### config.mk
export PLATFORM = sky130hd
export DESIGN_NAME = mpu6050_i2c_responder
export DESIGN_NICKNAME = d
export VERILOG_FILES = /design/src/rtl/mpu6050_i2c_responder.sv
export SDC_FILE = /design/constraint.sdc
export NUM_CORES = 1
export LEC_CHECK = 0
export CAP_MARGIN = 25
export CORE_UTILIZATION = 56
export CTS_BUF_LIST = sky130_fd_sc_hd__clkbuf_4 sky130_fd_sc_hd__clkbuf_8 sky130_fd_sc_hd__clkbuf_16
export DETAILED_ROUTE_END_ITERATION = 16
export PLACE_DENSITY = 0.8
export SLEW_MARGIN = 20
export SYNTH_ARGS = -nofsm -noshare
export SYNTH_HDL_FRONTEND = slang
export SYNTH_SLANG_ARGS = --single-unit
export TNS_END_PERCENT = 5
### constraint.sdc
create_clock -name clk -period 2.86 [get_ports clk]
set_input_delay 0.429 -clock clk [delete_from_list [all_inputs] [get_ports clk]]
set_output_delay 0.429 -clock clk [all_outputs]
set_load 0.02 [all_outputs]
### src/rtl/mpu6050_i2c_responder.sv
// mpu6050_i2c_responder: I2C target emulating the MPU6050 register map read by the accelerometer master.
// Optional MPU_RESP_GLITCH_FILTER_EN adds a 3-sample persistence filter on the synchronized SCL/SDA.
module mpu6050_i2c_responder #(
    parameter logic [6:0] I2C_ADDR     = 7'h68,
    parameter logic [7:0] WHO_AM_I_VAL = 8'h68,
    parameter int         SYNC_STAGES  = 2
) (
    input  logic        clk,
    input  logic        rst,
    input  logic        scl_i,
    input  logic        sda_i,
    output logic        sda_oe,
    input  logic [15:0] accel_x,
    input  logic [15:0] accel_y,
    input  logic [15:0] accel_z,
    output logic [7:0]  pwr_mgmt_1,
    output logic        wr_strobe,
    output logic        busy
);
    localparam logic [3:0] IDLE     = 4'd0;
    localparam logic [3:0] ADDR     = 4'd1;
    localparam logic [3:0] ADDR_ACK = 4'd2;
    localparam logic [3:0] IGNORE   = 4'd3;
    localparam logic [3:0] PTR      = 4'd4;
    localparam logic [3:0] PTR_ACK  = 4'd5;
    localparam logic [3:0] WR_DATA  = 4'd6;
    localparam logic [3:0] WR_ACK   = 4'd7;
    localparam logic [3:0] RD_DATA  = 4'd8;
    localparam logic [3:0] RD_ACK   = 4'd9;

    logic [SYNC_STAGES-1:0] scl_sync, sda_sync;
    logic [1:0] raw, filt, prev;
    logic       scl, sda, scl_rise, scl_fall, start_ev, stop_ev;

    always_ff @(posedge clk)
        if (rst) begin
            scl_sync <= '1;
            sda_sync <= '1;
        end else begin
            scl_sync <= {scl_sync[SYNC_STAGES-2:0], scl_i};
            sda_sync <= {sda_sync[SYNC_STAGES-2:0], sda_i};
        end

    assign raw = {scl_sync[SYNC_STAGES-1], sda_sync[SYNC_STAGES-1]};

`ifdef MPU_RESP_GLITCH_FILTER_EN
    // A level is accepted once the current and two previous samples agree.
    for (genvar i = 0; i < 2; i++) begin : g_flt
        logic [1:0] h;
        logic       hold;
        assign filt[i] = (raw[i] == h[0] && raw[i] == h[1]) ? raw[i] : hold;
        always_ff @(posedge clk)
            if (rst) begin
                h    <= 2'b11;
                hold <= 1'b1;
            end else begin
                h    <= {h[0], raw[i]};
                hold <= filt[i];
            end
    end
`else
    assign filt = raw;
`endif

    always_ff @(posedge clk)
        if (rst) prev <= 2'b11;
        else prev <= filt;

    assign scl      = filt[1];
    assign sda      = filt[0];
    assign scl_rise = scl & ~prev[1];
    assign scl_fall = ~scl & prev[1];
    assign start_ev = scl & prev[1] & prev[0] & ~sda;
    assign stop_ev  = scl & prev[1] & ~prev[0] & sda;

    logic [3:0]  state, bit_cnt;
    logic [7:0]  shreg, ptr, rd_byte, in_byte;
    logic [47:0] shadow;
    logic        ack_phase, match;

    assign in_byte = {shreg[6:0], sda};
    assign match   = shreg[7:1] == I2C_ADDR;

    always_comb
        rd_byte = ptr == 8'h3B ? shadow[47:40] :
                  ptr == 8'h3C ? shadow[39:32] :
                  ptr == 8'h3D ? shadow[31:24] :
                  ptr == 8'h3E ? shadow[23:16] :
                  ptr == 8'h3F ? shadow[15:8]  :
                  ptr == 8'h40 ? shadow[7:0]   :
                  ptr == 8'h6B ? pwr_mgmt_1    :
                  ptr == 8'h75 ? WHO_AM_I_VAL  : 8'h00;

    // shreg holds the received byte in ADDR/PTR/WR_DATA and the outgoing byte in RD_DATA.
    always_ff @(posedge clk)
        if (rst) begin
            state      <= IDLE;
            sda_oe     <= 1'b0;
            busy       <= 1'b0;
            pwr_mgmt_1 <= 8'h40;
            wr_strobe  <= 1'b0;
            ptr        <= 8'h00;
            bit_cnt    <= 4'd0;
            shreg      <= 8'h00;
            ack_phase  <= 1'b0;
            shadow     <= '0;
        end else begin
            wr_strobe <= 1'b0;
            if (stop_ev) begin
                state  <= IDLE;
                sda_oe <= 1'b0;
                busy   <= 1'b0;
            end else if (start_ev) begin
                state   <= ADDR;
                bit_cnt <= 4'd0;
                sda_oe  <= 1'b0;
            end else begin
                case (state)
                    ADDR, PTR, WR_DATA:
                        if (scl_rise) begin
                            shreg   <= in_byte;
                            bit_cnt <= bit_cnt + 4'd1;
                            if (bit_cnt == 4'd7) begin
                                ack_phase <= 1'b0;
                                state     <= state == ADDR ? ADDR_ACK : state == PTR ? PTR_ACK : WR_ACK;
                                if (state == PTR) ptr <= in_byte;
                                if (state == WR_DATA) begin
                                    ptr <= ptr + 8'd1;
                                    if (ptr == 8'h6B) begin
                                        pwr_mgmt_1 <= in_byte;
                                        wr_strobe  <= 1'b1;
                                    end
                                end
                            end
                        end
                    ADDR_ACK:
                        if (scl_fall) begin
                            if (!ack_phase) begin
                                if (match) begin
                                    sda_oe    <= 1'b1;
                                    busy      <= 1'b1;
                                    ack_phase <= 1'b1;
                                    if (shreg[0]) shadow <= {accel_x, accel_y, accel_z};
                                end else begin
                                    busy  <= 1'b0;
                                    state <= IGNORE;
                                end
                            end else if (shreg[0]) begin
                                state   <= RD_DATA;
                                bit_cnt <= 4'd0;
                                shreg   <= rd_byte;
                                sda_oe  <= ~rd_byte[7];
                            end else begin
                                state   <= PTR;
                                bit_cnt <= 4'd0;
                                sda_oe  <= 1'b0;
                            end
                        end
                    PTR_ACK, WR_ACK:
                        if (scl_fall) begin
                            sda_oe    <= ~ack_phase;
                            ack_phase <= 1'b1;
                            if (ack_phase) begin
                                state   <= WR_DATA;
                                bit_cnt <= 4'd0;
                            end
                        end
                    RD_DATA:
                        if (scl_rise) bit_cnt <= bit_cnt + 4'd1;
                        else if (scl_fall) begin
                            if (bit_cnt == 4'd8) begin
                                sda_oe    <= 1'b0;
                                state     <= RD_ACK;
                                ack_phase <= 1'b0;
                            end else begin
                                sda_oe <= ~shreg[6];
                                shreg  <= {shreg[6:0], 1'b0};
                            end
                        end
                    RD_ACK:
                        if (scl_rise) begin
                            ptr <= ptr + 8'd1;
                            if (sda) state <= IGNORE;
                            else ack_phase <= 1'b1;
                        end else if (scl_fall && ack_phase) begin
                            state   <= RD_DATA;
                            bit_cnt <= 4'd0;
                            shreg   <= rd_byte;
                            sda_oe  <= ~rd_byte[7];
                        end
                    default: ;
                endcase
            end
        end
endmodule
# == After elaboration in Yosys (flattened, before gate mapping) ==
# Cells that the tools add are included.
# W data, S select, Z words.
# op_classes
n_addsub,2
n_mux,73
n_bitwise,20
n_eq_ne,55
reduce_logical,25
# ops
op,count
$mux W8,21
$mux W4,20
$reduce_and A12 Y1,4
$ne A3 B3 Y1 const B,15
$eq A8 B6 Y1 const B,5
$pmux W8 S4,1
$ne A2 B2 Y1 const B,15
$reduce_and A7 Y1,4
$eq A8 B7 Y1 const B,3
$mux W1,23
$eq A4 B3 Y1 const B,5
$pmux W4 S5,1
$pmux W8 S2,1
$not A1 Y1,13
$eq A4 B4 Y1 const B,3
$ne A4 B4 Y1 const B,3
$pmux W4 S3,1
$reduce_bool A4 Y1,3
$reduce_and A11 Y1,1
$ne A3 B1 Y1 const B,3
$reduce_or A3 Y1,3
$add A8 B1 Y8 const B,1
$reduce_and A8 Y1,1
$and A1 B1 Y1,7
17 further kinds,18
# word_totals
ff_bits,90
input_bits,52
word_cells,190
out_inout_bits,11

# == Depth between registers and ports, before layout ==
# logic_depth
ltp_word,14
mapped_depth,10
mapped_depth_nobuf,8

# == Least setup slack after synthesis ==
# No wires, ideal clock.
# synth_path
path_type,reg-to-reg
start,reg ptr[0]
end,reg pwr_mgmt_1[6]
setup_time_ns,0.120
arrival_time_ns,1.881
n_path_buf,0
stages_incl_launch_ff,7
synth_period_minus_slack_ns,2.001
path_slack_ns,0.859
required_ns,2.740
path_cell_list,dfxtp_1 ha_1 and3b_1 nand3_1 nor4_4 nor2b_1 a211o_1
# synth_via
elab_chain_len,2
# synth_lines
element,line_no,rtl
start: declaration,77,"logic [7:0] shreg, ptr, rd_byte, in_byte;"
start signal: assignment,126,if (state == PTR) ptr <= in_byte;
start signal: assignment,128,ptr <= ptr + 8'd1;
start signal: assignment,182,ptr <= ptr + 8'd1;
$eq A8 B7 Y1,129,if (ptr == 8'h6B) begin
$reduce_and A7 Y1 (no line),--,
end signal: assignment,130,pwr_mgmt_1 <= in_byte;
end: declaration,16,"output logic [7:0] pwr_mgmt_1,"
# No other way between the ends.
# A chain may end at the register's enable or synchronous reset.

# == Worst setup path after layout ==
# layout_path
start,reg state[1]
end,reg shreg[5]
# layout_via
elab_chain_len,4
word_cells_on_any_way,19
cone_classes,15 x eq/ne; 1 x mux; 3 x reduce/logical
# layout_lines
element,line_no,rtl
start: declaration,76,"logic [3:0] state, bit_cnt;"
start signal: assignment,125,state <= state == ADDR ? ADDR_ACK : state == PTR ? PTR_ACK : WR_ACK;
$eq A4 B1 Y1 or $eq A4 B3 Y1 (tied branches),118,case (state)
$reduce_or A3 Y1,118,
$reduce_bool A4 Y1 (no line) or $ne A2 B2 Y1 (tied branches),--,
$reduce_and A12 Y1 (no line),--,
end signal: assignment,121,shreg <= in_byte;
end signal: assignment,151,shreg <= rd_byte;
end signal: assignment,177,"shreg <= {shreg[6:0], 1'b0};"
end: declaration,77,
# Parallel ways exist; a longest one is shown, timed or not.

==> run_results.csv <==
group,metric,value,unit
run_status,status,"finished, final reports clean",
sta,rsz0062_at_grt,"false",
power,seq_power_share,43.0,%
drt,drtIter0Drc,327,
power,switchingPower,1.350,mW
setup_path,slowest_stage,"dfxtp_1",
floorplanning,fp.coreArea,8721,um2
global_route,grt_pass1_vias,4678,
floorplanning,io_pins,63,
placement,dpl.hpwl,10470,um
clock_tree,cts.clk_slew.worst_paths,0.09,ns
global_route,track_usage,31.09,%
setup_path,required,3.13,ns
power,vdd_ir_drop_max,267.7,uV
synthesis,ys_top_cells_by_count,"nand2_1, a21oi_1, dfxtp_1",
sta,slew_viol_final,0,
sta,period_share,90.67,%
clock_tree,clock-root-buffer,"clkbuf_8",
synthesis,postSynthAreaPerCell,7.647,um2
drt,drc,0,
floorplanning,die_w,97.01,um
clock_tree,cts_hold_buf,0,
synthesis,yosys_warnings,0,
synthesis,synth_seq_area_share,35.64,%
power,p_int,2.148,mW
synthesis,synth_edf_count,0,
sta,setup_viol,0,
finish,register_area,1802,um2
power,power.leakage,1.951,nW
floorplanning,die_h,97.01,um
setup_path,crit_type,"flip-flop to flip-flop",
global_route,overflow,0,
finish,fin_nets,760,
setup_path,cpLargestDelayFamily,"simple AND/OR/NAND/NOR gates",
setup_path,crit_chain,"or3b_1 > a21oi_1 > a221oi_2 > nor3b_4 > nor2_1 > a311oi_1",
setup_path,reg2reg_depth,6,
sta,fin_crit,2.593,ns
run,max-cap-violations,0,
setup_path,max_stage_delay,0.76,ns
global_route,antenna_found_initial,0,
synthesis,synth_cells,661,
sta,hold_ws,0.4142,ns
power,power_frac_comb,32.2,%
sta,setup_tns,0,ns
synthesis,synthArstFlopShare,0,%
drt,routed_via_density,6.175,
drt,antenna_left,0,
synthesis,synth-seq-cells,90,
setup_path,crit_buf_inv,0,
finish,drive_gt1_share,9.052,%
sta,max_clock_freq,0.3856,GHz
placement,dp_cells,799,
floorplanning,initial_core_util,57.96,%
synthesis,syn_area,5055,um2
clock_tree,clockBufferDepth,2,
power,p_sw_share,38.60,%
clock_tree,cts_sinks,90,
clock_tree,cts_made_buffers,9,
sta,hold_violations,0,
clock_tree,cts_tree,"done",
setup_path,arrival,2.86,ns
setup_path,crit_cells,6,
clock_tree,cts-resized-gates,0,
power,clkPwrFrac,24.7,%
sta,fin_skew,0.02110,ns
clock_tree,cts_setup_buffers,0,
placement,place.port_buffers,62,
finish,stdcell_area,5896,um2
setup_path,cp-end-kind,"flip-flop",
worst_hold_path,worstHoldPathCells,2,
placement,place_area,5707,um2
drt,dr.pass1.iters,5,
worst_hold_path,hold_path.class,"primary input to flip-flop",
power,power.density,593.3,nW/um2
synthesis,yosys.cell_count.top_type,"nand2_1",
global_route,grt_pass1_wl,23630,um
finish,area_growth,16.63,%
global_route,grt_max_degree,49,
placement,place_ws,0.3499,ns
finish,fin_cells,815,
sta,worst_slew_pin_slew,0.8472,ns
drt,drt_wl_total,14350,um
clock_tree,clk_latency,0.38,ns
drt,routed-via-count,5033,
sta,setup_ws,0.2670,ns
synthesis,synth_flop_cell,"dfxtp_1",
synthesis,yosysTopAreaCell,"dfxtp_1",
synthesis,synth_fp_nets,719,
synthesis,synth_area_leaders,"dfxtp_1, a21oi_1, nand2_1",
synthesis,ys_types,76,
synthesis,synth_top_area_share,35.64,%
setup_path,crit_fanout,21,
placement,place_congestion,0.9284,
finish,num_antenna_cells,0,
floorplanning,rows,34,
drt,avgRoutedWirePerCell,17.61,um
finish,fillers,743,
clock_tree,cts_max_level,3,
sta,maxSlewHeadroom,43.34,%
finish,multiInputGateArea,2935,um2
floorplanning,die_area,9410,um2
setup_path,cp-start-kind,"flip-flop",
-- worst paths after layout --
check	end	slack, ns	from
worst max-delay path	shreg[5]$_SDFFE_PP0P_	0.27	state[1]$_SDFFE_PP0P_
worst min-delay path	shreg[6]$_SDFFE_PP0P_	0.41	rst
worst max register to register	shreg[5]$_SDFFE_PP0P_	0.27	state[1]$_SDFFE_PP0P_
worst min register to register	sda_sync[1]$_SDFF_PP1_	0.42	sda_sync[0]$_SDFF_PP1_
-- registers in the layout (all words and copies together) (netlist names), 2 cells and up --
name	flops
shreg	8
prev	2
pwr_mgmt_1	8
shadow	48
ptr	8
state	4
scl_sync	2
sda_sync	2
bit_cnt	4
-- layout make-up --
class | count | share of cell area, %
Inverter | 17 | 1.082
Tap cell | 108 | 2.292
Sequential cell | 90 | 30.56
Timing Repair Buffer | 81 | 13.07
Clock inverter | 5 | 0.7428
Clock buffer | 11 | 2.462
Multi-Input combinational cell | 503 | 49.79
-- stage by stage --
step	util [%]	power (mW)
final	67.60	3.498
after global routing	67.60	3.670
after CTS	67.60	3.472
after detailed placement	65.44	2.626
after global placement	65.44	2.604
after floorplan	-	2.308
-- layer usage --
metal / GRT usage [%] / part of all wire (%) / vias up
met5: 0 / 0 / -
met4: 9.070 / 1.7 / 0
met3: 5.780 / 8.1 / 24
met2: 46.86 / 44 / 227
met1: 45.07 / 46 / 2356
li1: - / - / 2426
-- cells in the final DEF, fill, tap and decap left out, types with 3 or more instances in the layout --
master	Yosys	routed
a211oi_1	5	5
a21oi_1	100	100
a221oi_1	3	3
a311oi_1	4	4
a31oi_1	4	4
a32o_1	3	3
and2_1	3	3
and3b_1	4	4
buf_4	4	18
clkbuf_8	0	10
clkdlybuf4s50_1	0	61
dfxtp_1	90	90
ha_1	6	6
inv_1	17	17
inv_6	0	3
mux2i_1	13	13
nand2_1	131	131
nand2b_1	7	7
nand3_1	17	17
nand3b_1	5	5
nand4b_1	3	3
nor2_1	40	40
nor2b_1	12	12
nor3_1	8	8
nor3b_1	10	10
o2111ai_1	6	6
o211a_1	3	3
o21ai_0	33	33
o21ai_1	3	3
o221ai_1	7	7
o22a_1	3	3
o22ai_1	3	3
o41ai_1	3	3
or2_2	11	11
-- cell families after synthesis --
group / share of synthesized area [%]
AO/OA/AOI/OAI: 24.98
XOR/XNOR: 0.1733
adder cells (fa/ha/maj): 1.485
buffers and inverters: 6.287
flip-flops: 35.64
multiplexers: 2.797
AND/OR/NAND/NOR: 28.64
-- power by group through the flow --
stage	logic (mW)	registers [mW]	clock network [mW]
floorplan	0.911	1.40	0
global placement	1.08	1.52	0
detailed placement	1.10	1.53	0
CTS	1.10	1.50	0.871
global route	1.23	1.52	0.914
finish	1.13	1.51	0.865
Power figures use the tool's default switching activity.
